==> src/rtl/modaddsubred_pipe.sv <==
// rtl/modaddsubred_pipe.sv - multi-lane (a +/- b) mod MOD, fully reduced, 3-stage valid/ready pipeline
module modaddsubred_pipe #(
  parameter logic [63:0] MOD   = 64'h4_0008_0001,
  parameter int          IW    = 39,
  parameter int          OW    = 35,
  parameter int          LANES = 1,
  parameter int          TW    = 4
) (
  input  logic                clk,
  input  logic                rst_n,
  input  logic                i_vld,
  output logic                o_rdy,
  input  logic                i_op,
  input  logic [TW-1:0]       i_tag,
  input  logic [LANES*IW-1:0] i_din_0,
  input  logic [LANES*IW-1:0] i_din_1,
  output logic                o_vld,
  input  logic                i_rdy,
  output logic [LANES*OW-1:0] o_dout,
  output logic [TW-1:0]       o_tag,
  output logic                o_busy
);
  localparam int XW = IW + 2;
  localparam int MW = IW + 1;
  localparam int K  = IW - OW + 1;
  localparam logic [XW-1:0] MOD_X = XW'(MOD);
  localparam logic [OW-1:0] MOD_O = OW'(MOD);

  logic en0, en1, en2;
  logic v0_d, v0_q, v1_d, v1_q, v2_d, v2_q;
  logic [LANES*XW-1:0] sm0_d, sm0_q;
  logic [LANES-1:0]    sgn1_d, sgn1_q;
  logic [LANES*OW-1:0] rem1_d, rem1_q;
  logic [LANES*OW-1:0] dout2_d, dout2_q;
  logic [TW-1:0]       tag0_d, tag0_q, tag1_d, tag1_q, tag2_d, tag2_q;

  // Returns {sign, |a op b|}; the magnitude always fits in IW+1 bits.
  function automatic logic [XW-1:0] signed_mag(input logic op, input logic [IW-1:0] a,
                                               input logic [IW-1:0] b);
    logic [XW-1:0] s;
    s = op ? ({2'b00, a} + {2'b00, b}) : ({2'b00, a} - {2'b00, b});
    return {s[XW-1], s[XW-1] ? MW'(-s) : MW'(s)};
  endfunction

  function automatic logic [OW-1:0] reduce(input logic [MW-1:0] mag);
    logic [XW-1:0] x;
    x = {1'b0, mag};
    for (int j = K; j >= 0; j--) begin
      if (x >= (MOD_X << j)) x = x - (MOD_X << j);
    end
    return OW'(x);
  endfunction

  // Negative residues fold to MOD - m, except an exact multiple which stays 0.
  function automatic logic [OW-1:0] fold_sign(input logic neg, input logic [OW-1:0] m);
    return (neg && m != '0) ? MOD_O - m : m;
  endfunction

  always_comb begin
    en2  = ~v2_q | i_rdy;
    en1  = ~v1_q | en2;
    en0  = ~v0_q | en1;
    v0_d = en0 ? i_vld : v0_q;
    v1_d = en1 ? v0_q  : v1_q;
    v2_d = en2 ? v1_q  : v2_q;
  end

  always_comb begin
    sm0_d  = sm0_q;
    tag0_d = tag0_q;
    if (en0 && i_vld) begin
      tag0_d = i_tag;
      for (int k = 0; k < LANES; k++) begin
        sm0_d[k*XW +: XW] = signed_mag(i_op, i_din_0[k*IW +: IW], i_din_1[k*IW +: IW]);
      end
    end
  end

  always_comb begin
    sgn1_d = sgn1_q;
    rem1_d = rem1_q;
    tag1_d = tag1_q;
    if (en1 && v0_q) begin
      tag1_d = tag0_q;
      for (int k = 0; k < LANES; k++) begin
        sgn1_d[k]          = sm0_q[k*XW + MW];
        rem1_d[k*OW +: OW] = reduce(sm0_q[k*XW +: MW]);
      end
    end
  end

  always_comb begin
    dout2_d = dout2_q;
    tag2_d  = tag2_q;
    if (en2 && v1_q) begin
      tag2_d = tag1_q;
      for (int k = 0; k < LANES; k++) begin
        dout2_d[k*OW +: OW] = fold_sign(sgn1_q[k], rem1_q[k*OW +: OW]);
      end
    end
  end

  always_ff @(posedge clk or negedge rst_n) begin
    if (!rst_n) begin
      v0_q    <= 1'b0;
      v1_q    <= 1'b0;
      v2_q    <= 1'b0;
      sm0_q   <= '0;
      sgn1_q  <= '0;
      rem1_q  <= '0;
      dout2_q <= '0;
      tag0_q  <= '0;
      tag1_q  <= '0;
      tag2_q  <= '0;
    end else begin
      v0_q    <= v0_d;
      v1_q    <= v1_d;
      v2_q    <= v2_d;
      sm0_q   <= sm0_d;
      sgn1_q  <= sgn1_d;
      rem1_q  <= rem1_d;
      dout2_q <= dout2_d;
      tag0_q  <= tag0_d;
      tag1_q  <= tag1_d;
      tag2_q  <= tag2_d;
    end
  end

  assign o_rdy  = en0;
  assign o_vld  = v2_q;
  assign o_dout = dout2_q;
  assign o_tag  = tag2_q;
  assign o_busy = v0_q | v1_q | v2_q;

endmodule

==> config.mk <==
export PLATFORM = sky130hd
export DESIGN_NAME = modaddsubred_pipe
export DESIGN_NICKNAME = d
export VERILOG_FILES = /design/src/rtl/modaddsubred_pipe.sv
export SDC_FILE = /design/constraint.sdc
export NUM_CORES = 1
export LEC_CHECK = 0
export CAP_MARGIN = 40
export CORE_MARGIN = 2
export CORE_UTILIZATION = 45
export CTS_CLUSTER_SIZE = 14
export DETAILED_ROUTE_END_ITERATION = 10
export PLACE_DENSITY_LB_ADDON = 0.12
export SLEW_MARGIN = 0
export SYNTH_ARGS = -nofsm -noshare
export SYNTH_HDL_FRONTEND = slang
export SYNTH_SLANG_ARGS = --single-unit
==> constraint.sdc <==
create_clock -name clk -period 12.5 [get_ports clk]
set_input_delay 1.25 -clock clk [delete_from_list [all_inputs] [get_ports clk]]
set_output_delay 1.25 -clock clk [all_outputs]
set_load 0.005 [all_outputs]
==> key figures, run 1 <==
Status
  • Outcome: finished, final reports clean

Yosys
  • Most used DFF post-synth: dfrtp_1
  • Mapped Cells: around 2700
  • Post-synth cell types: 128
  • Post-synth EDFFs: 0
  • Yosys warns: 0
  • Mean Syn Cell Area: 7.316 um2
  • Synthesized flop and latch total: approximately 130
  • Ys async rst share: 100.0%
  • Cell Area, Synth: 19620 um2
  • Synthesized Nets: approximately 2900
  • Post-synthesis sequential area ratio: 16.20%

Power
  • Total power: 5.179 mW
  • Leak: 8.779 nW
  • Int Power: 2.305 mW
  • PD cells: roughly 230 nW/um2
  • Reg power frac: between 10 and 15%
  • Switch share: between 50% and 60%
  • Power share of the combinational group: 75.5%
  • Net Switching: about 2.9 mW
  • Clock power frac: 9.6%
  • IR drop worst, VDD: 144.2 uV

Global routing
  • Maximum number of pins on one net before global-route repair: a little over 80
  • Gr usage total: 31.13%
  • Number of global-route vias before repair: around 20000
  • First-pass GRT wire length: 111100 um
  • Total gr overflow: 0
  • Antenna violations before repair: 0

Setup path
  • Worst EP required: 12.79 ns
  • Critical path capture point type: register
  • CP most frequent cell: buf_4
  • Worst path slowest cell: or4b_1
  • WP depth: 44
  • R2r worst-path depth: 44
  • Critical path arrival: 12.12 ns
  • Bufs and invs on worst path: 5
  • Startpoint Class: register
  • Max stage delay on crit path: 0.54 ns
  • Critical path type: reg -> reg
  • R2R Setup Slk: around 0.67 ns
  • CP top delay family: simple AND/OR/NAND/NOR gates
  • Worst-path maximum fanout: 10

STA
  • Slew HR: 37.44%
  • Setup ws final: roughly 0.67 ns
  • Final Skew: between 0.008 and 0.009 ns
  • Final Slew Violations: 0
  • RSZ-0062 raised after global routing: false
  • Hold Vio Cnt, Final: 0
  • Fin crit period: 11.83 ns
  • Worst Tran Pin Value: roughly 0.93 ns
  • Fin crit share: 94.64%
  • Setup tns final: 0 ns
  • Setup violations, final: 0
  • Fmax achieved: about 85 MHz

Drt
  • WL final: 71150 um
  • DR vias/cell: 6.228
  • Drt first-iter violations: 2014
  • Final ANT Viol Nets: 0
  • WL/cell: 20.87 um
  • Vias: 21240
  • Drt pass-1 iters: 6
  • DRC viols: 0

Die
  • Die area: 45290 um2
  • Initial Util: 45.55%
  • Core Area: 43080 um2
  • Die Wd: 212.8 um
  • Placement Rows: 76
  • IO Count: 129
  • Die H: 212.8 um

Layout
  • Most frequent cells in the layout: nand2_1, o21ai_0, nor2_1
  • Final core utilization: ~53%
  • Layout cells sized above 1: 10.80%
  • Most common cell after layout, fill and taps aside: nand2_1
  • ANT cells: 0
  • Fin nets: 2988
  • Finished Cell Area: 22780 um2
  • Area delta synth->final: 16.08%

Placed design
  • Placed inst area: roughly 22000 um2
  • PortBufs: 128
  • DP Worst Slack: -0.1414 ns
  • GPL Wtd Cong: 1.001
  • Hpwl dp: 58230 um

CTS
  • Reg clk slew, reported paths: 0.06 ns
  • Clk sinks: 127
  • CTS tree: yes
  • Root buffer cell: clkbuf_16
  • Htree depth: 4
  • Worst-Skew Late Latency: between 0.4 and 0.5 ns
  • Num CTS Buffers: 17
  • Clock Path Buffers: 2

Min path
  • Hold path cells: 2
  • Min-delay worst type: reg -> reg

Run
  • Max cap viols: 0
-- layer usage --
metal  vias up  share of wire (%)  track usage [%]
met5         -                  0                0
met4         0                2.8            9.404
met3       127                7.1            6.295
met2       776                 47            52.75
met1     10210                 43            39.74
li1      10130                  -                -
-- cell type report --
class / instances / area (um2)
timing repair buffer: 249 / 2247
tap: 585 / 732.0
clock inverter: 13 / 153.9
inverter: 124 / 465.4
clock buffer: 19 / 442.9
multi-input combinational: 2293 / 15560
sequential: 127 / 3178
fill: 4296 / 20300
-- logic make-up after synthesis --
| kind of cell | count (synthesis) | synth area share, % |
|---|---|---|
| AOI/OAI and AO/OA | 823 | 29.31 |
| xor gates and xnor gates | 305 | 13.69 |
| adders and majority gates | 90 | 5.802 |
| buffers and inverters | 262 | 5.643 |
| DFF | 127 | 16.20 |
| muxes | 38 | 2.072 |
| and+or+nand+nor | 1037 | 27.28 |
-- flip-flops by register name, summed over array words and instances, names as in the netlist, 4 cells and up --
signal,cells
o_dout,35
o_tag,4
rem1_q,35
sm0_q,41
tag0_q,4
tag1_q,4
-- final timing paths --
path / startpoint / to
setup / recovery: sm0_q[16] / rem1_q[29]
hold / removal: o_dout[31] / o_dout[31]
setup reg to reg: sm0_q[16] / rem1_q[29]
hold reg to reg: o_dout[31] / o_dout[31]
max in group asynchronous: rst_n / sm0_q[35]
min in group asynchronous: rst_n / o_dout[29]
-- Yosys cell counts (58+ instances only) --
library cell | instances | area [um2]
a21oi_1 | 136 | 680.7
clkbuf_1 | 87 | 326.6
dfrtp_1 | 127 | 3178
ha_1 | 87 | 1089
inv_1 | 123 | 461.7
nand2_1 | 307 | 1152
nand3_1 | 93 | 465.5
nor2_1 | 187 | 701.9
nor3_1 | 69 | 345.3
o21ai_0 | 191 | 955.9
or3_1 | 58 | 362.9
xnor2_1 | 166 | 1454
xor2_1 | 137 | 1200
-- tightest hold or removal path, delay by kind of cell (launching register included) --
| kind | cells | cell delay [ns] |
|---|---|---|
| flip-flops | 1 | 0.34 |
| AND/OR/NAND/NOR | 1 | 0.04 |
| AO/OA/AOI/OAI | 1 | 0.06 |
-- what timing repair did --
item                                    4_1_cts  5_1_grt
endpoints found under the setup margin        9       35
resized for setup                             2       35
endpoints found under the hold margin         0        0
pin swaps                                     0        6
hold buffers                                  0        0
setup buffers                                 0        9
-- stage by stage --
step                instances  hold WS (ns)
CTS                      3399        0.4825
floorplan                2682        0.4460
finish                   3410        0.4766
global placement         3365        0.4598
global route             3410        0.5031
detailed placement       3367        0.4694
-- power by group through the flow --
stage	Sequential (mW)	Combinational [mW]	Clock, mW
floorplan	0.690	2.53	0
global placement	0.767	3.75	0
detailed placement	0.774	3.76	0
CTS	0.767	3.78	0.511
global route	0.792	4.19	0.529
finish	0.769	3.91	0.499
Power figures use the tool's default switching activity.
==> run 2, diff against run 1 <==
--- a/config.mk
+++ b/config.mk
@@ -11,6 +11,7 @@
 export CTS_CLUSTER_SIZE = 14
 export DETAILED_ROUTE_END_ITERATION = 10
 export PLACE_DENSITY_LB_ADDON = 0.12
+export SKIP_CTS_REPAIR_TIMING = 1
 export SLEW_MARGIN = 0
 export SYNTH_ARGS = -nofsm -noshare
 export SYNTH_HDL_FRONTEND = slang
==> run 2 against run 1 <==
Sequential share of layout area is the same. Register-to-register slack barely moved. Flip-flop and latch count stayed put. Cell count unchanged. Worst hold slack hardly changed. Wire length about the same. First-iteration DRC count rose by 0.99%. Non-clock buffer count stayed put. Critical path type unchanged. Largest cell class unchanged.
==> key figures, run 2 (synthesis results as in run 1) <==
Layout
  • Most frequent cells in the layout: nand2_1, o21ai_0, nor2_1
  • Largest register FFs: between 40 and 50
  • Area delta synth->final: 16.08%
  • Most common cell after layout, fill and taps aside: nand2_1
  • Fin nets: between 2000 and 3000
  • Most flops, register: sm0_q
  • FILL cells: approximately 4300
  • ANT cells: 0
  • Finished Cell Area: 22780 um2
  • Layout cells sized above 1: 10.80%
  • Final core utilization: 52.88%

Die
  • Initial Util: 45.55%
  • Die area: about 45000 um2
  • Die Wd: 212.8 um
  • Core Area: between 40000 and 50000 um2
  • IO Count: 129
  • Placement Rows: 76
  • Die H: ~210 um

Run
  • Max cap viols: 0

Global routing
  • Total gr overflow: 0
  • Gr usage total: 31.13%
  • Maximum number of pins on one net before global-route repair: 83
  • Antenna violations before repair: 0
  • Number of global-route vias before repair: 20130
  • First-pass GRT wire length: roughly 110000 um

Setup path
  • Startpoint Class: register
  • Worst r2r src: sm0_q[28]
  • Worst-path maximum fanout: 31
  • Critical path type: reg -> reg
  • Critical R2R Capture: rem1_q[29]
  • R2R Setup Slk: 0.67 ns
  • R2r worst-path depth: between 40 and 50
  • Max stage delay on crit path: slightly below 0.6 ns
  • Critical path arrival: 12.12 ns
  • CP most frequent cell: buf_4
  • Worst EP required: around 13 ns
  • Worst path slowest cell: nor4b_1
  • Critical path capture point type: register

STA
  • Setup tns final: 0 ns
  • Fmax achieved: 84.56 MHz
  • Final Hold Slack: 0.4766 ns
  • RSZ-0062 raised after global routing: false
  • Fin crit period: 11.83 ns
  • Hold Vio Cnt, Final: 0
  • Worst Tran Pin Value: 0.9383 ns
  • Fin crit share: 94.61%
  • Slew HR: 37.00%
  • Setup violations, final: 0
  • Final Slew Violations: 0
  • Final Skew: 0.01033 ns

Placed design
  • Hpwl dp: 58230 um
  • PortBufs: 128
  • GPL Wtd Cong: ~1
  • Placed inst area: roughly 22000 um2

Power
  • Int Power: 2.305 mW
  • Clock power frac: 9.6%
  • Reg power frac: 14.8%
  • Power share of the combinational group: 75.6%
  • Switch share: 55.54%
  • PD cells: 227.6 nW/um2
  • Total power: 5.184 mW
  • Net Switching: approximately 2.9 mW
  • Leak: 8.779 nW
  • IR drop worst, VDD: 145.8 uV

CTS
  • Reg clk slew, reported paths: 0.06 ns
  • Htree depth: 4
  • Num CTS Buffers: 17
  • CTS tree: yes
  • Clk sinks: 127
  • Worst-Skew Late Latency: 0.43 ns
  • Clock Path Buffers: 2
  • Root buffer cell: clkbuf_16

Drt
  • WL/cell: between 20 and 25 um
  • Drt first-iter violations: 2034
  • WL final: 71170 um
  • Final ANT Viol Nets: 0
  • Drt pass-1 iters: 6
  • DRC viols: 0
  • Vias: 21270
  • DR vias/cell: ~6.2

Min path
  • Min-delay worst type: reg -> reg
  • Hold path cells: 2
  • Hold endpoint: o_dout[31]
  • Origin of the worst min-delay path: o_dout[31]

Status
  • Outcome: finished, final reports clean
[run 2: cell counts in the layout (fill, tap and decap cells not counted)]
No cell type changed its count.
[run 2: worst max path at each step]
stage                            end  slack [ns]  cells after the start      start
after floorplan           rem1_q[29]        0.98                     51   sm0_q[6]
after global placement    rem1_q[29]        0.06                     39   sm0_q[1]
after detailed placement  rem1_q[29]       -0.14                     39   sm0_q[1]
after CTS                 rem1_q[29]       -0.17                     39   sm0_q[1]
after global routing      rem1_q[18]        0.05                     45  sm0_q[16]
final                     rem1_q[29]        0.67                     42  sm0_q[28]
[run 2: layer usage]
layer  vias to the layer above  track usage [%]  share of wire [%]
li1                      10130                -                  -
met1                     10240            39.78                 42
met2                       775            52.71                 48
met3                       122            6.266                7.3
met4                         0            9.404                2.7
met5                         -                0                  0
[run 2: critical path: cells and delay by family (launching register included)]
kind	cells	cell delay, ns
XOR/XNOR	3	0.74
buffers and inverters	6	1.18
flip-flops	1	0.46
adder cells (fa/ha/maj)	1	0.27
AO/OA/AOI/OAI	15	3.95
AND/OR/NAND/NOR	17	5.05
[run 2: final cells by class]
type	count	area (um2)	share of cell area, %
Timing Repair Buffer	249	2247	9.865
Tap cell	585	732.0	3.213
Multi-Input combinational cell	2293	15560	68.31
Clock inverter	13	153.9	0.6756
Sequential cell	127	3178	13.95
Inverter	124	465.4	2.043
Clock buffer	19	442.9	1.945
[run 2: power groups by stage]
stage / clock network [mW] / logic, mW / registers [mW]
floorplan: 0 / 2.53 / 0.690
global placement: 0 / 3.75 / 0.767
detailed placement: 0 / 3.76 / 0.774
CTS: 0.511 / 3.78 / 0.767
global route: 0.529 / 4.19 / 0.792
finish: 0.498 / 3.92 / 0.769
[run 2: per-stage QoR]
step	instances	worst slack, ns
after global placement	3365	0.06201
final	3410	0.6739
after floorplan	2682	0.9759
after CTS	3399	-0.1739
after global routing	3410	0.04914
after detailed placement	3367	-0.1414
==> run 3, diff against run 2 <==
--- a/config.mk
+++ b/config.mk
@@ -10,6 +10,7 @@
 export CORE_UTILIZATION = 45
 export CTS_CLUSTER_SIZE = 14
 export DETAILED_ROUTE_END_ITERATION = 10
+export GPL_TIMING_DRIVEN = 0
 export PLACE_DENSITY_LB_ADDON = 0.12
 export SKIP_CTS_REPAIR_TIMING = 1
 export SLEW_MARGIN = 0
==> run 3 against run 2 <==
Clock-buffer cell count fell by 1. Non-clock buffer count rose by 90. Core utilization rose by 2.5 points. Flip-flop and latch count did not move. Clock skew rose by 0.0054 ns. Via count rose by 4.5%. Worst hold slack got worse by 0.0027 ns. Critical path depth fell by 3. Wire length rose by 8.3%. Highest routed layer unchanged.
==> key figures, run 3 (synthesis results as in run 1) <==
Placed design
  • GPL Wtd Cong: 1.010
  • Hpwl dp: 61580 um
  • PortBufs: approximately 130
  • DP Worst Slack: -2.976 ns
  • Placed insts: 3399

Global routing
  • First-pass GRT wire length: 117500 um
  • Number of global-route vias before repair: 21010
  • Gr usage total: 33.00%
  • Maximum number of pins on one net before global-route repair: 80
  • Total gr overflow: 0
  • Antenna violations before repair: 1

STA
  • Hold Vio Cnt, Final: 0
  • Setup ws final: ~0.16 ns
  • Final Skew: about 0.016 ns
  • Final Slew Violations: 0
  • Setup violations, final: 0
  • Setup tns final: 0 ns
  • Fin crit share: 98.73%
  • Slew HR: 37.41%
  • Worst Tran Pin Value: 0.9302 ns
  • Fin crit period: roughly 12 ns
  • Fmax achieved: 81.03 MHz

Die
  • Core Area: 43080 um2
  • Die Wd: 212.8 um
  • Placement Rows: 76
  • IO Count: ~130
  • Die H: 212.8 um
  • Die area: 45290 um2
  • Initial Util: 45.55%

CTS
  • Htree depth: 4
  • Worst-Skew Late Latency: 0.43 ns
  • Clock Path Buffers: 2
  • Reg clk slew, reported paths: 0.06 ns
  • Clk sinks: 127
  • Num CTS Buffers: 17
  • CTS tree: yes
  • Root buffer cell: clkbuf_16

Setup path
  • Max stage delay on crit path: ~0.73 ns
  • Startpoint Class: register
  • Worst path slowest cell: o21ai_1
  • Critical path type: reg -> reg
  • Critical path arrival: 12.64 ns
  • Worst EP required: around 13 ns
  • Critical path capture point type: register
  • Worst-path maximum fanout: 10

Layout
  • Finished Layout Cells: 3500
  • Fin nets: 3079
  • Most flops, register: sm0_q
  • Most common cell after layout, fill and taps aside: nand2_1
  • ANT cells: 0
  • Largest register FFs: 41
  • FILL cells: 4207
  • Layout cells sized above 1: between 10% and 20%
  • Final core utilization: about 55%
  • Most frequent cells in the layout: nand2_1, o21ai_0, nor2_1
  • Area delta synth->final: 21.55%

Power
  • PD cells: 232.1 nW/um2
  • Leak: 9.132 nW
  • IR drop worst, VDD: about 96 uV

Drt
  • Drt first-iter violations: ~2300
  • WL/cell: about 22 um
  • DR vias/cell: ~6.4
  • Final ANT Viol Nets: 0
  • Drt pass-1 iters: 6
  • Vias: about 22000
  • WL final: around 77000 um
  • DRC viols: 0

Run
  • Max cap viols: 0

Min path
  • Min-delay worst type: reg -> reg

Status
  • Outcome: finished, final reports clean
==> run 3: area by class of cell <==
type | count | area (um2) | share of cell area [%]
flip-flops and latches | 127 | 3178 | 13.32
clock inverters | 13 | 160.2 | 0.6715
clock buffers | 18 | 439.2 | 1.841
repair buffers | 209 | 1917 | 8.037
multi-input cells | 2294 | 16270 | 68.20
plain buffers | 130 | 693.2 | 2.906
well taps | 585 | 732.0 | 3.069
inverters | 124 | 465.4 | 1.951
==> run 3: through the flow <==
step / instance area (um2) / hold WS [ns] / power, mW
floorplan: 19620 / 0.4460 / 3.221
global placement: 21640 / 0.4659 / 4.400
detailed placement: 21680 / 0.4697 / 4.438
CTS: 22280 / 0.4832 / 4.967
global route: 23850 / 0.5144 / 5.858
finish: 23850 / 0.4738 / 5.536
==> run 3: worst paths after layout <==
path                             from  slack [ns]         end  depth (start not counted)
max                          sm0_q[5]        0.16   rem1_q[7]                         39
min                        o_dout[31]        0.47  o_dout[31]                          2
max reg2reg                  sm0_q[5]        0.16   rem1_q[7]                         39
min reg2reg                o_dout[31]        0.47  o_dout[31]                          2
max in group asynchronous       rst_n       10.97   sm0_q[26]                          2
min in group asynchronous       rst_n        0.75  o_dout[25]                          1
==> run 3: power breakdown <==
part           switching [mW]  internal [mW]  total [mW]  leakage [nW]
Clock                   0.192          0.318       0.510         0.293
Combinational            2.69           1.57        4.27          7.29
Sequential              0.189          0.571       0.760          1.55
==> run 3: worst max-delay path, delay by kind of cell, from the launching register on <==
| family | cells | cell delay [ns] |
|---|---|---|
| AOI/OAI and AO/OA | 14 | 4.35 |
| and+or+nand+nor | 12 | 3.77 |
| buffers and inverters | 9 | 2.39 |
| xor gates and xnor gates | 2 | 0.55 |
| DFF | 1 | 0.46 |
| adders and majority gates | 1 | 0.37 |
| muxes | 1 | 0.26 |
==> run 3: routing by layer <==
layer  global-route usage, %  up-vias  routed length (um)
met5                       0        -                   0
met4                   7.186        0                1649
met3                   7.251      128                6742
met1                   42.82    10820               32370
met2                   55.91      955               36310
li1                        -    10330                   -
